`src/rtl/calc_pkg.sv`:
```
// Shared calculator types: keypad geometry, key codes and the scanner FSM states.
package calc_pkg;

  localparam int unsigned NumKeyRows = 4;
  localparam int unsigned NumKeyCols = 4;
  localparam int unsigned KeyCodeW   = $clog2(NumKeyRows * NumKeyCols);

  typedef logic [KeyCodeW-1:0] keycode_t;

  typedef enum logic [3:0] {
    KEY_0, KEY_1, KEY_2, KEY_3, KEY_4, KEY_5, KEY_6, KEY_7,
    KEY_8, KEY_9, KEY_ADD, KEY_SUB, KEY_MUL, KEY_DIV, KEY_EQ, KEY_CLR
  } key_t;

  typedef enum logic [1:0] {
    ST_SCAN,
    ST_DEBOUNCE,
    ST_PRESSED,
    ST_RELEASE
  } scan_state_e;

  // Front-panel legend: 7 8 9 / | 4 5 6 * | 1 2 3 - | C 0 = +
  function automatic key_t keycode2key(keycode_t code);
    key_t k;
    k = KEY_CLR;
    case (code)
      keycode_t'(0):  k = KEY_7;
      keycode_t'(1):  k = KEY_8;
      keycode_t'(2):  k = KEY_9;
      keycode_t'(3):  k = KEY_DIV;
      keycode_t'(4):  k = KEY_4;
      keycode_t'(5):  k = KEY_5;
      keycode_t'(6):  k = KEY_6;
      keycode_t'(7):  k = KEY_MUL;
      keycode_t'(8):  k = KEY_1;
      keycode_t'(9):  k = KEY_2;
      keycode_t'(10): k = KEY_3;
      keycode_t'(11): k = KEY_SUB;
      keycode_t'(12): k = KEY_CLR;
      keycode_t'(13): k = KEY_0;
      keycode_t'(14): k = KEY_EQ;
      keycode_t'(15): k = KEY_ADD;
      default:        k = KEY_CLR;
    endcase
    return k;
  endfunction

endpackage

```
`src/rtl/keypad_sync.sv`:
```
// Two-flop synchronizer for the pulled-up row returns; resets to all ones (no key).
module keypad_sync #(
  parameter int unsigned Width = 4
) (
  input  logic             clk_i,
  input  logic             rst_ni,
  input  logic [Width-1:0] d_i,
  output logic [Width-1:0] q_o
);

  logic [Width-1:0] meta_q;

  always_ff @(posedge clk_i or negedge rst_ni) begin
    if (!rst_ni) begin
      meta_q <= '1;
      q_o    <= '1;
    end else begin
      meta_q <= d_i;
      q_o    <= meta_q;
    end
  end

endmodule

```
`src/rtl/keypad_scanner.sv`:
```
// 4x4 key matrix scanner: rotating one-cold column strobe, debounced press/release,
// one key event per press on a valid/ready handshake with a sticky overflow flag.
module keypad_scanner
  import calc_pkg::*;
#(
  parameter int unsigned NumRows       = NumKeyRows,
  parameter int unsigned NumCols       = NumKeyCols,
  parameter int unsigned ScanDivider   = 1000,
  parameter int unsigned DebounceCount = 50000,
  localparam int unsigned CodeW = (NumRows * NumCols > 1) ? $clog2(NumRows * NumCols) : 1
) (
  input  logic               clk_i,
  input  logic               rst_ni,
  input  logic [NumRows-1:0] rows_i,
  output logic [NumCols-1:0] cols_o,
  output logic               key_valid_o,
  output logic [CodeW-1:0]   key_code_o,
  input  logic               key_ready_i,
  output logic               overflow_o
);

  localparam int unsigned RowW  = (NumRows > 1) ? $clog2(NumRows) : 1;
  localparam int unsigned ColW  = (NumCols > 1) ? $clog2(NumCols) : 1;
  localparam int unsigned SlotW = (ScanDivider > 1) ? $clog2(ScanDivider) : 1;
  localparam int unsigned DebW  = (DebounceCount > 1) ? $clog2(DebounceCount) : 1;

  localparam logic [SlotW-1:0] SlotLast = SlotW'(ScanDivider - 1);
  localparam logic [DebW-1:0]  DebLast  = DebW'(DebounceCount - 1);
  localparam logic [ColW-1:0]  ColLast  = ColW'(NumCols - 1);

  logic [NumRows-1:0] rows_s;

  scan_state_e        state_q, state_d;
  logic [SlotW-1:0]   slot_q, slot_d;
  logic [DebW-1:0]    deb_q, deb_d;
  logic [ColW-1:0]    col_q, col_d;
  logic [RowW-1:0]    row_q, row_d;
  logic [NumRows-1:0] pat_q, pat_d;
  logic [NumCols-1:0] cols_q, cols_d;
  logic               valid_q, valid_d;
  logic [CodeW-1:0]   code_q, code_d;
  logic               ovf_q, ovf_d;

  logic               emit;
  logic               rows_idle;
  int unsigned        n_low;
  logic [RowW-1:0]    row_hit;

  keypad_sync #(
    .Width(NumRows)
  ) u_sync (
    .clk_i (clk_i),
    .rst_ni(rst_ni),
    .d_i   (rows_i),
    .q_o   (rows_s)
  );

  // Count low rows and remember which one; only a single low row is a valid key.
  always_comb begin
    n_low   = 0;
    row_hit = '0;
    for (int i = 0; i < int'(NumRows); i++) begin
      if (!rows_s[i]) begin
        n_low   = n_low + 1;
        row_hit = RowW'(i);
      end
    end
  end

  assign rows_idle = (rows_s == '1);

  always_comb begin
    state_d = state_q;
    slot_d  = slot_q;
    deb_d   = deb_q;
    col_d   = col_q;
    row_d   = row_q;
    pat_d   = pat_q;
    cols_d  = cols_q;
    valid_d = valid_q;
    code_d  = code_q;
    ovf_d   = ovf_q;
    emit    = 1'b0;

    unique case (state_q)
      ST_SCAN: begin
        if (slot_q == SlotLast) begin
          slot_d = '0;
          if (!rows_idle && (n_low == 1)) begin
            row_d   = row_hit;
            pat_d   = rows_s;
            deb_d   = '0;
            state_d = ST_DEBOUNCE;
          end else begin
            // Idle or ghosted sample: move the strobe to the next column.
            cols_d = {cols_q[NumCols-2:0], cols_q[NumCols-1]};
            col_d  = (col_q == ColLast) ? '0 : col_q + ColW'(1);
          end
        end else begin
          slot_d = slot_q + SlotW'(1);
        end
      end
      ST_DEBOUNCE: begin
        if (rows_s == pat_q) begin
          if (deb_q == DebLast) begin
            state_d = ST_PRESSED;
            emit    = 1'b1;
          end else begin
            deb_d = deb_q + DebW'(1);
          end
        end else begin
          state_d = ST_SCAN;
          slot_d  = '0;
        end
      end
      ST_PRESSED: begin
        if (rows_idle) begin
          deb_d   = '0;
          state_d = ST_RELEASE;
        end
      end
      ST_RELEASE: begin
        if (rows_idle) begin
          if (deb_q == DebLast) begin
            state_d = ST_SCAN;
            slot_d  = '0;
          end else begin
            deb_d = deb_q + DebW'(1);
          end
        end else begin
          state_d = ST_PRESSED;
        end
      end
      default: state_d = ST_SCAN;
    endcase

    // Handshake: an accepted event drops valid unless a new one lands on the same edge.
    if (valid_q && key_ready_i) begin
      valid_d = 1'b0;
    end
    if (emit) begin
      if (!valid_q || key_ready_i) begin
        valid_d = 1'b1;
        code_d  = CodeW'(32'(row_q) * NumCols + 32'(col_q));
      end else begin
        ovf_d = 1'b1;
      end
    end
  end

  always_ff @(posedge clk_i or negedge rst_ni) begin
    if (!rst_ni) begin
      state_q <= ST_SCAN;
      slot_q  <= '0;
      deb_q   <= '0;
      col_q   <= '0;
      row_q   <= '0;
      pat_q   <= '1;
      cols_q  <= {{(NumCols-1){1'b1}}, 1'b0};
      valid_q <= 1'b0;
      code_q  <= '0;
      ovf_q   <= 1'b0;
    end else begin
      state_q <= state_d;
      slot_q  <= slot_d;
      deb_q   <= deb_d;
      col_q   <= col_d;
      row_q   <= row_d;
      pat_q   <= pat_d;
      cols_q  <= cols_d;
      valid_q <= valid_d;
      code_q  <= code_d;
      ovf_q   <= ovf_d;
    end
  end

  assign cols_o      = cols_q;
  assign key_valid_o = valid_q;
  assign key_code_o  = code_q;
  assign overflow_o  = ovf_q;

endmodule
```
`config.mk`:
```
export PLATFORM = sky130hd
export DESIGN_NAME = keypad_scanner
export DESIGN_NICKNAME = d
export VERILOG_FILES = /design/src/rtl/calc_pkg.sv /design/src/rtl/keypad_sync.sv /design/src/rtl/keypad_scanner.sv
export SDC_FILE = /design/constraint.sdc
export NUM_CORES = 1
export LEC_CHECK = 0
export ABC_AREA = 1
export CAP_MARGIN = 20
export CELL_PAD_IN_SITES_DETAIL_PLACEMENT = 1
export CELL_PAD_IN_SITES_GLOBAL_PLACEMENT = 2
export CORE_ASPECT_RATIO = 1.2
export CORE_MARGIN = 2
export CORE_UTILIZATION = 30
export DETAILED_ROUTE_END_ITERATION = 8
export PLACE_DENSITY_LB_ADDON = 0.1
export SYNTH_ARGS = -nofsm -noshare
export SYNTH_HDL_FRONTEND = slang
export SYNTH_SLANG_ARGS = --single-unit
export TNS_END_PERCENT = 5
```
`constraint.sdc`:
```
create_clock -name clk_i -period 4 [get_ports clk_i]
set_input_delay 0.4 -clock clk_i [delete_from_list [all_inputs] [get_ports clk_i]]
set_output_delay 0.4 -clock clk_i [all_outputs]
set_load 0.01 [all_outputs]
```
# == After elaboration in Yosys (flattened, before gate mapping) ==
# Index checks and enable logic that the tools add are counted.
# op_classes
eq_ne,18
n_addsub,7
bitwise,2
mux,34
reduce_logical,14
# op_table
cell,n
$add A32 B1 Y32 const B,3
$mux W16,6
$mux W32,3
$pmux W16 S4,1
$mux W10,4
$eq A32 B1 Y1 const B,1
$pmux W10 S3,1
$mux W2,10
$add A16 B1 Y16 const B,1
$eq A16 B16 Y1 const B,1
$ne A2 B2 Y1 const B,7
$add A10 B1 Y10 const B,1
$eq A10 B10 Y1 const B,1
$reduce_and A5 Y1,2
$mux W1,8
$pmux W2 S4,1
$eq A2 B2 Y1 const B,3
$ne A3 B3 Y1 const B,2
$reduce_and A3 Y1,2
$add A4 B2 Y4,1
$eq A4 B4 Y1,1
$eq A4 B4 Y1 const B,1
$reduce_and A2 Y1,2
$reduce_and A4 Y1,1
8 further kinds,11
# totals
reg_bits,54
out_inout_bits,10
input_bits,7

# == Logic depth before layout (Yosys ltp) ==
# Gate-level depths: netlist of run 1.
# depth
ltp_word,12
ltp_mapped,15
ltp_nobuf,14

# == Modules after synthesis ==
# Synthesis of run 1 repeated with hierarchy kept, for this count alone.
# unflattened
cells_unflattened,420
area_unflattened_um2,3116.7
# by_module_without_submodules
mod,cells_per_inst,seq_area_each_um2,instances,area_each_um2
keypad_scanner,412,1159.9,1,2906.5
keypad_sync,8,210.2,1,210.2

# == Least setup slack after synthesis of run 1 ==
# No wires, ideal clock.
# synth_path
kind,register to register
startpoint,register u_sync.q_o[0]
endpoint,register deb_q[12]
slack_ns,1.782
arrival_time_ns,2.102
synth_period_minus_slack_ns,2.218
path_buffers,1
path_stages_with_launch,13
cell_sequence,dfstp_2 -> inv_1 -> ha_1 -> xnor2_1 -> ha_1 -> nand3b_1 -> nand2_1 -> nand2_1 -> nand2_2 -> nand2_4 -> buf_6 -> nand2_1 -> nand2_1
# synth_via
elab_chain_cells,11
elab_cells_between_ends,17
cone_classes,add/sub: 3; eq/ne: 7; mux: 4; reduce/logical: 3
# synth_rtl
item,line,rtl
start: declaration,keypad_sync.sv:8,output logic [Width-1:0] q_o
start signal: assignment,keypad_sync.sv:19,q_o <= meta_q;
$mux W1,keypad_scanner.sv:63,if (!rows_s[i]) begin
$add A32 B1 Y32,keypad_scanner.sv:64,n_low = n_low + 1;
$mux W32,keypad_scanner.sv:63,
$add A32 B1 Y32,keypad_scanner.sv:64,
$mux W32,keypad_scanner.sv:63,
$add A32 B1 Y32,keypad_scanner.sv:64,
$mux W32,keypad_scanner.sv:63,
$eq A32 B1 Y1,keypad_scanner.sv:89,if (!rows_idle && (n_low == 1)) begin
$logic_and A1 B1 Y1,keypad_scanner.sv:89,
$ne A2 B2 Y1 (no line),--,
$reduce_and A5 Y1 (no line) (*),--,
end signal: assignment,keypad_scanner.sv:155,deb_q <= '0;
end signal: assignment,keypad_scanner.sv:166,deb_q <= deb_d;
end: declaration,keypad_scanner.sv:35,"logic [DebW-1:0] deb_q, deb_d;"
# Mark *: on every way between the ends. The rest lies on a longest branch, timed or not.
# A chain may end at the register's enable or synchronous reset.

# == Worst setup path after layout of run 1 ==
# layout_path
startpoint,register u_sync.q_o[0]
endpoint,register deb_q[9]
# The elaborated chain is that of the path after synthesis.

==> flow_summary.yaml, run 1 <==
synth:
  syn_inst: 422
  synth-seq-cells: 54
  syn_area_um2: 3100
  seq_area_frac_synth_pct: 44.2
  syn_nets: 435
  yosys_warnings: 0
  syn_avg_cell_area_um2: 7.34
  synth.distinct_cells: 31
route:
  drt_iter0_markers: 97
  routed_wl_um: 7650
  antenna_left: 0
  firstDrtPassIters: 4
  vias: 2630
  wl_per_cell_um: 13.6
  viasPerCell: 4.67
  drc: 0
grt:
  grt_max_degree: 34
  grt.total_usage_pct: 14.9
  grt_pass1_vias: 2757
  antenna_found_initial: 0
  grt_overflow: 0
  grt_pass1_wl_um: 13500
finish:
  layout_commonest_cell: "nand2_1"
  final_core_utilization_pct: 35.2
  layout.nets: 449
  area_delta_synth_final_pct: 13.7
  n_antenna_cell: 0
  fillers: 1264
  layout_common_cells: "nand2_1 (135), nor2_1 (53), inv_1 (46)"
  drive_gt1_share_pct: 8.92
power:
  power.total_w: 0.00108
  ir_worst_vdd_uv: 152
  power.density_nw_per_um2: 306
  power_leakage_nw: 1.68
clocking:
  htreeDepth: 2
  cts.repair.resized: 0
  cts_buffers: 5
  holdBufCountCts: 0
  cts_tree: "done"
  worstSkewPairLatency_ns: 0.30
  cts_setup_buffers: 0
  numClockSinks: 54
  cts-root-buf: "clkbuf_16"
  clkTransAtPathRegs_ns: 0.07
  clk_path_buf_depth: 2
placement:
  port_buffers: 16
  gp_congestion: 0.703
  dp_hpwl_um: 5630
critical_path:
  r2r_end: "deb_q[9]$_DFFE_PN0P_"
  critPathLaunchType: "flip-flop"
  ff2ff_setup_slack_ns: 1.36
  critPathCaptureType: "flip-flop"
  critPathRequiredTime_ns: 4.19
  arrival_ns: 2.82
  startpoint: "u_sync.q_o[0]$_DFF_PN1_"
  critical_path_class: "reg2reg"
  crit_fanout: 17
  worst_r2r_path_depth: 13
  regToRegStartpoint: "u_sync.q_o[0]$_DFF_PN1_"
timing:
  holdWs_ns: 0.0798
  period_share_pct: 66.0
  worstMarginPinSlew_ns: 0.531
  finalCriticalPeriod_ns: 2.64
  rsz0062_at_grt: "no"
  setup_viol: 0
  clock_skew_ns: 0.00418
  relSlewSlack_pct: 64.6
  fmax_mhz: 379
  maxSlewViolCount: 0
  fin_tns_setup_ns: 0
  hold_viol_final: 0
floorplan:
  io_pins: 17
  rows: 40
  start_util_pct: 30.9
  fp.dieArea_um2: 11200
  die_w_um: 96.7
  die-height_um: 115
  core-area_um2: 10000
worst_hold_path:
  hold_path.class: "in2async"
outcome:
  status: "completed"
job:
  drv_cap: 0
[layout make-up]
cell class              instances  area, um2  area share [%]
clock buffers                   7        153            4.33
clock inverters                 1       8.76           0.249
inverters                      50        188            5.33
multi-input cells             308       1480            42.1
flip-flops and latches         54       1370            38.9
well taps                     126        158            4.48
repair buffers                 17        163            4.62
[sequential cells by signal, summed over array words and instances, names as in the netlist]
| signal | flops |
|---|---|
| col_q | 2 |
| u_sync.meta_q | 4 |
| slot_q | 10 |
| cols_o | 4 |
| row_q | 2 |
| state_q | 2 |
| key_valid_o | 1 |
| overflow_o | 1 |
| deb_q | 16 |
| pat_q | 4 |
| u_sync.q_o | 4 |
| key_code_o | 4 |
[how the worst max path moves through the flow]
stage                       endpoint  slack (ns)
4_1_cts        deb_q[12]$_DFFE_PN0P_        1.32
3_3_place_gp   deb_q[15]$_DFFE_PN0P_        1.39
5_1_grt         deb_q[7]$_DFFE_PN0P_        1.06
6_report        deb_q[9]$_DFFE_PN0P_        1.36
2_1_floorplan  deb_q[12]$_DFFE_PN0P_        1.78
3_5_place_dp    deb_q[1]$_DFFE_PN0P_        1.34
[cells by family after synthesis]
logic type               after synthesis  share of synthesized area [%]
XOR/XNOR                              10                           2.83
buffers and inverters                 60                           7.88
adder cells (fa/ha/maj)                6                           2.42
AND/OR/NAND/NOR                      252                           35.5
flip-flops                            54                           44.2
AO/OA/AOI/OAI                         40                           7.11
[synth_stat cells]
library cell,count,area [um2]
dfstp_2,15,394
nor3_4,1,16.3
o21ai_1,7,35.0
nand4_1,5,31.3
nor3_1,10,50.1
nand2_2,2,12.5
o21bai_1,4,30.0
nand2_1,135,507
nand3b_4,1,20.0
nand3_2,1,10.0
xor2_1,7,61.3
nor2_8,1,20.0
inv_2,4,15.0
a31o_2,1,8.76
and2_1,1,6.26
dfrtp_1,39,976
a21oi_2,1,8.76
ha_1,6,75.1
buf_6,1,11.3
buf_4,2,15.0
inv_1,46,173
a21oi_1,6,30.0
nand2_4,2,22.5
buf_2,3,15.0
nand3_1,38,190
nand3b_1,2,15.0
nor2_1,53,199
a21o_1,1,7.51
xnor2_1,3,26.3
o21ai_0,20,100
clkbuf_1,4,15.0
[power breakdown]
part / internal, W / switching (W)
combinational: 0.0000154 / 0.0000361
sequential: 0.000554 / 0.00000327
clock: 0.000268 / 0.000202
[per-stage QoR]
step	cell area, um2	std cells	setup WS (ns)
finish	3520	563	1.36
global route	3520	563	1.06
CTS	3520	563	1.32
detailed placement	3360	555	1.34
global placement	3360	555	1.39
floorplan	3100	422	1.78
[metal layers]
metal | vias to the layer above | global-route usage [%] | share of wire, %
li1 | 1354 | - | -
met1 | 1250 | 19.4 | 50
met2 | 20 | 25.5 | 47
met3 | 6 | 2.74 | 2.1
met4 | 0 | 4.23 | 1.2
met5 | - | 0 | 0
[worst max-delay path, cell delays in order, from the launching register on]
cell	delay, ns
dfstp_2	0.56
inv_1	0.08
ha_1	0.33
xnor2_1	0.24
ha_1	0.20
nand2_1	0.06
xnor2_1	0.16
nand2_1	0.09
inv_1	0.06
nand2_1	0.07
nand2_2	0.31
nand2_4	0.22
nand2_1	0.10
nand2_1	0.05
Power figures use the tool's default switching activity.
==> inputs of run 2 (changes only) <==
Clock period 4 ns to 2.6 ns, I/O delays scaled along.
==> run 2 against run 1 <==
The flow now finishes with violations (negative hold slack). Wire length grew 3.7%. Final area increased by 0.67%. Die area unchanged. Utilization grew 0.24 points. Clock power up 46%. First-iteration DRC count shrank 2.1%. Cell count grew 0.36%. Largest cell class unchanged. Sequential power grew 54%. Sequential cell count unchanged. Critical endpoint is now deb_q[6]$_DFFE_PN0P_.
==> flow_summary.yaml, run 2 (synthesis gave the netlist of run 1 again) <==
route:
  firstDrtPassIters: 4
  antenna_left: 0
  viasPerCell: 4.70
  drc: 0
  routed_wl_um: 7940
  wl_per_cell_um: 14.0
  drt_iter0_markers: 95
  vias: 2653
critical_path:
  critical_path_class: "reg2reg"
  critPathCaptureType: "flip-flop"
  critPathLaunchType: "flip-flop"
  crit_fanout: 15
  arrival_ns: 2.58
  critPathRequiredTime_ns: 2.84
floorplan:
  rows: 40
  die-height_um: 115
  fp.dieArea_um2: 11200
  core-area_um2: 10000
  start_util_pct: 30.9
  io_pins: 17
  die_w_um: 96.7
grt:
  grt.total_usage_pct: 15.4
  grt_pass1_wl_um: 13900
  grt_overflow: 0
  grt_max_degree: 30
  grt_pass1_vias: 2830
  antenna_found_initial: 0
clocking:
  clk_path_buf_depth: 2
  numClockSinks: 54
  holdBufCountCts: 0
  cts.repair.resized: 0
  cts_buffers: 5
  cts-root-buf: "clkbuf_16"
  htreeDepth: 2
  worstSkewPairLatency_ns: 0.30
  cts_setup_buffers: 0
  clkTransAtPathRegs_ns: 0.08
  cts_tree: "done"
finish:
  n_antenna_cell: 0
  largest_reg_flops: 16
  area_delta_synth_final_pct: 14.5
  layout_commonest_cell: "nand2_1"
  layout.nets: 451
  reg_top3: "deb_q (16), slot_q (10)"
  drive_gt1_share_pct: 9.79
  layout_common_cells: "nand2_1 (133), nor2_1 (53), inv_1 (46)"
  regMostFlops: "deb_q"
worst_hold_path:
  hold_path.class: "in2async"
timing:
  holdWs_ns: -0.0220
  fmax_mhz: 427
  finalCriticalPeriod_ns: 2.34
  clock_skew_ns: 0.00886
  fin_tns_setup_ns: 0
  worstMarginPinSlew_ns: 0.625
  relSlewSlack_pct: 58.3
  period_share_pct: 90.0
  maxSlewViolCount: 0
  hold_viol_final: 19
  rsz0062_at_grt: "no"
  setup_viol: 0
power:
  ir_worst_vdd_uv: 243
  power.total_w: 0.00163
  power_leakage_nw: 1.69
  power.density_nw_per_um2: 461
outcome:
  violations: "negative hold slack"
  status: "finished with violations"
placement:
  port_buffers: 16
  gp_congestion: 0.723
  dp_hpwl_um: 5800
job:
  drv_cap: 0
run 2: changes by cell type in the layout (fill, tap and decap cells not counted), sizes merged:
cell / previous run / this run
clkinv: 1 / 0
buf: 2 / 4
clkbuf: 7 / 6
inv: 50 / 52
run 2: metal layers:
layer	GRT usage [%]	share of wire, %
met1	19.1	48
met2	27.1	49
met3	2.80	1.9
met4	5.07	1.4
met5	0	0
run 2: where the power goes:
| part | internal, W | switching (W) | leakage (nW) |
|---|---|---|---|
| sequential | 0.000851 | 0.00000478 | 0.687 |
| clock | 0.000360 | 0.000327 | 0.0717 |
| combinational | 0.0000314 | 0.0000586 | 0.933 |
| total | 0.00124 | 0.000391 | 1.69 |
run 2: through the flow:
stage | cells | hold WS [ns] | setup slack (ns) | instance area, um2 | util [%]
after floorplan | 422 | -0.0356 | 0.382 | 3100 | -
after global placement | 557 | 0.328 | 0.204 | 3390 | 33.9
after detailed placement | 557 | 0.328 | 0.0746 | 3390 | 33.9
after CTS | 565 | 0.000196 | 0.0618 | 3530 | 35.3
after global routing | 565 | 0.0254 | 0.0267 | 3550 | 35.4
final | 565 | -0.0220 | 0.260 | 3550 | 35.4
run 2: path summary, 6_finish.rpt:
kind                                           end  slack (ns)  cells past startpoint                  startpoint
setup / recovery              deb_q[6]$_DFFE_PN0P_        0.26                     13     u_sync.q_o[0]$_DFF_PN1_
hold / removal               deb_q[14]$_DFFE_PN0P_       -0.02                      1                      rst_ni
setup reg to reg              deb_q[6]$_DFFE_PN0P_        0.26                     13     u_sync.q_o[0]$_DFF_PN1_
hold reg to reg            u_sync.q_o[3]$_DFF_PN1_        0.36                      0  u_sync.meta_q[3]$_DFF_PN1_
max in group asynchronous    cols_o[3]$_DFFE_PN1P_        1.98                      2                      rst_ni
min in group clk_i         u_sync.q_o[3]$_DFF_PN1_        0.36                      0  u_sync.meta_q[3]$_DFF_PN1_
run 2: area by class of cell:
| type | count | area (um2) |
|---|---|---|
| Multi-Input combinational cell | 308 | 1500 |
| Sequential cell | 54 | 1370 |
| Fill cell | 1268 | 6460 |
| Timing Repair Buffer | 19 | 194 |
| Tap cell | 126 | 158 |
| Inverter | 50 | 188 |
| Clock buffer | 6 | 129 |
| Clock inverter | 2 | 12.5 |
run 2: worst max-delay path: stages (launching register included):
cell     delay [ns]
dfstp_2        0.54
inv_1          0.07
ha_1           0.35
xnor2_2        0.19
ha_1           0.17
nand2_1        0.07
xnor2_1        0.16
nand2_1        0.09
inv_1          0.06
nand2_1        0.08
nand2_2        0.11
buf_6          0.19
nand3_1        0.10
nand2_1        0.09
==> inputs of run 3 (changes only) <==
Settings changed: CORE_MARGIN 2 to 3, CORE_UTILIZATION 30 to 35.
Clock period 2.6 ns to 2.5 ns, I/O delays scaled along.
==> run 3 against run 2 <==
The run now ends clean. Sequential cell count unchanged. Final area down 0.25%. Global-route usage increased by 1.3 points. Clock skew fell by 0.0023 ns. Via count grew 1.4%. Clock power decreased by 13%. First-iteration DRC count fell by 33%. Die area down 10%. Largest cell class unchanged. Largest power group unchanged.
==> flow_summary.yaml, run 3 (synthesis gave the netlist of run 1 again) <==
route:
  wl_per_cell_um: 13.9
  firstDrtPassIters: 4
  drc: 0
  antenna_left: 0
  drt_iter0_markers: 64
  routed_wl_um: 7760
  vias: 2690
  viasPerCell: 4.83
power:
  p_sw_share_pct: 23.5
  internal_power_w: 0.00122
  ir_worst_vdd_uv: 185
  seqPwrFrac_pct: 55.8
  power_frac_clock_pct: 37.4
  net-switching-power_w: 0.000376
  combPwrFrac_pct: 6.8
  power_leakage_nw: 1.68
  power.density_nw_per_um2: 451
finish:
  final-seq-area_um2: 1370
  final_core_utilization_pct: 42.2
  layout_common_cells: "nand2_1 (132), nor2_1 (53), inv_1 (46)"
  multi_input_area_um2: 1520
  layout.nets: 455
  layout_commonest_cell: "nand2_1"
  fillers: 1112
  area_delta_synth_final_pct: 14.2
  largest_reg_flops: 16
  drive_gt1_share_pct: 11.1
  regMostFlops: "deb_q"
  n_antenna_cell: 0
  reg_top3: "deb_q (16), slot_q (10)"
timing:
  fin_tns_setup_ns: 0
  fmax_mhz: 424
  finalCriticalPeriod_ns: 2.36
  setup_viol: 0
  hold_viol_final: 0
  worstMarginPinSlew_ns: 0.755
  fin_ws_ns: 0.139
  relSlewSlack_pct: 49.6
  period_share_pct: 94.4
  maxSlewViolCount: 0
  clock_skew_ns: 0.00658
critical_path:
  critPathCaptureType: "flip-flop"
  crit_fanout: 7
  critPathRequiredTime_ns: 2.72
  arrival_ns: 2.58
  critPathLaunchType: "flip-flop"
  critical_path_class: "reg2reg"
floorplan:
  core-area_um2: 8380
  rows: 36
  start_util_pct: 37.0
  io_pins: 17
  fp.dieArea_um2: 10000
  die-height_um: 109
  die_w_um: 91.9
grt:
  grt.total_usage_pct: 16.7
  grt_max_degree: 33
  grt_pass1_vias: 2833
  antenna_found_initial: 0
  grt_overflow: 0
  grt_pass1_wl_um: 13400
clocking:
  cts_buffers: 5
  clkTransAtPathRegs_ns: 0.10
  cts_tree: "done"
  cts-root-buf: "clkbuf_8"
  numClockSinks: 54
  worstSkewPairLatency_ns: 0.32
  holdBufCountCts: 0
  htreeDepth: 2
  clk_path_buf_depth: 2
placement:
  place_ws_ns: -0.0338
  gp_congestion: 0.842
  port_buffers: 16
  dp_hpwl_um: 5810
worst_hold_path:
  hold_path.class: "in2async"
outcome:
  status: "completed"
job:
  drv_cap: 0
-- run 3: layout make-up --
type / count / share of cell area, %
repair buffers: 23 / 5.98
clock inverters: 3 / 1.13
well taps: 114 / 4.03
multi-input cells: 308 / 42.9
flip-flops and latches: 54 / 38.7
clock buffers: 5 / 1.95
inverters: 50 / 5.31
-- run 3: what timing repair did --
action	in CTS	in global routing
resized for setup	1	8
pin swaps	0	1
gates cloned	0	0
buffers inserted	0	1
endpoints found under the hold margin	0	0
setup endpoints to repair	6	28
-- run 3: stage by stage --
| step | hold WS [ns] | std cells | total power [W] | instance area, um2 |
|---|---|---|---|---|
| after floorplan | -0.0456 | 422 | 0.000950 | 3100 |
| after global placement | 0.346 | 548 | 0.000999 | 3380 |
| after detailed placement | 0.349 | 548 | 0.00100 | 3380 |
| after CTS | 0.00893 | 556 | 0.00162 | 3490 |
| after global routing | 0.0452 | 557 | 0.00167 | 3540 |
| final | 0.00163 | 557 | 0.00160 | 3540 |
-- run 3: worst paths after layout --
check / slack, ns / from / cells after the start / endpoint
min: 0.002 / rst_ni / 1 / slot_q[9]$_DFFE_PN0P_
max reg2reg: 0.14 / u_sync.q_o[1]$_DFF_PN1_ / 13 / deb_q[3]$_DFFE_PN0P_
max: 0.14 / u_sync.q_o[1]$_DFF_PN1_ / 13 / deb_q[3]$_DFFE_PN0P_
max in group asynchronous: 1.82 / rst_ni / 2 / deb_q[3]$_DFFE_PN0P_
min reg2reg: 0.36 / u_sync.meta_q[2]$_DFF_PN1_ / 0 / u_sync.q_o[2]$_DFF_PN1_
min in group clk_i: 0.33 / rows_i[3] / 1 / u_sync.meta_q[3]$_DFF_PN1_
-- run 3: power groups by stage --
stage	logic (W)	clock network (W)	registers (W)
finish	0.000108	0.000597	0.000891
global route	0.000122	0.000653	0.000892
CTS	0.0000966	0.000631	0.000891
detailed placement	0.0000953	0	0.000907
floorplan	0.0000450	0	0.000905
global placement	0.0000919	0	0.000907
-- run 3: critical path: stages, from the launching register on --
cell     delay, ns
dfstp_2       0.58
inv_1         0.07
ha_1          0.32
xnor2_2       0.23
ha_1          0.18
nand2_1       0.06
xnor2_1       0.13
nand2_1       0.10
inv_1         0.06
nand2_2       0.11
nand2_4       0.09
buf_4         0.20
nand3_1       0.08
nand2_1       0.05
-- run 3: metal layers --
| layer | track usage [%] | wire, um | vias to the layer above |
|---|---|---|---|
| li1 | - | - | 1367 |
| met1 | 20.6 | 3620 | 1297 |
| met2 | 29.7 | 3880 | 20 |
| met3 | 2.90 | 153 | 6 |
| met4 | 5.10 | 100 | 0 |
| met5 | 0 | 0 | - |
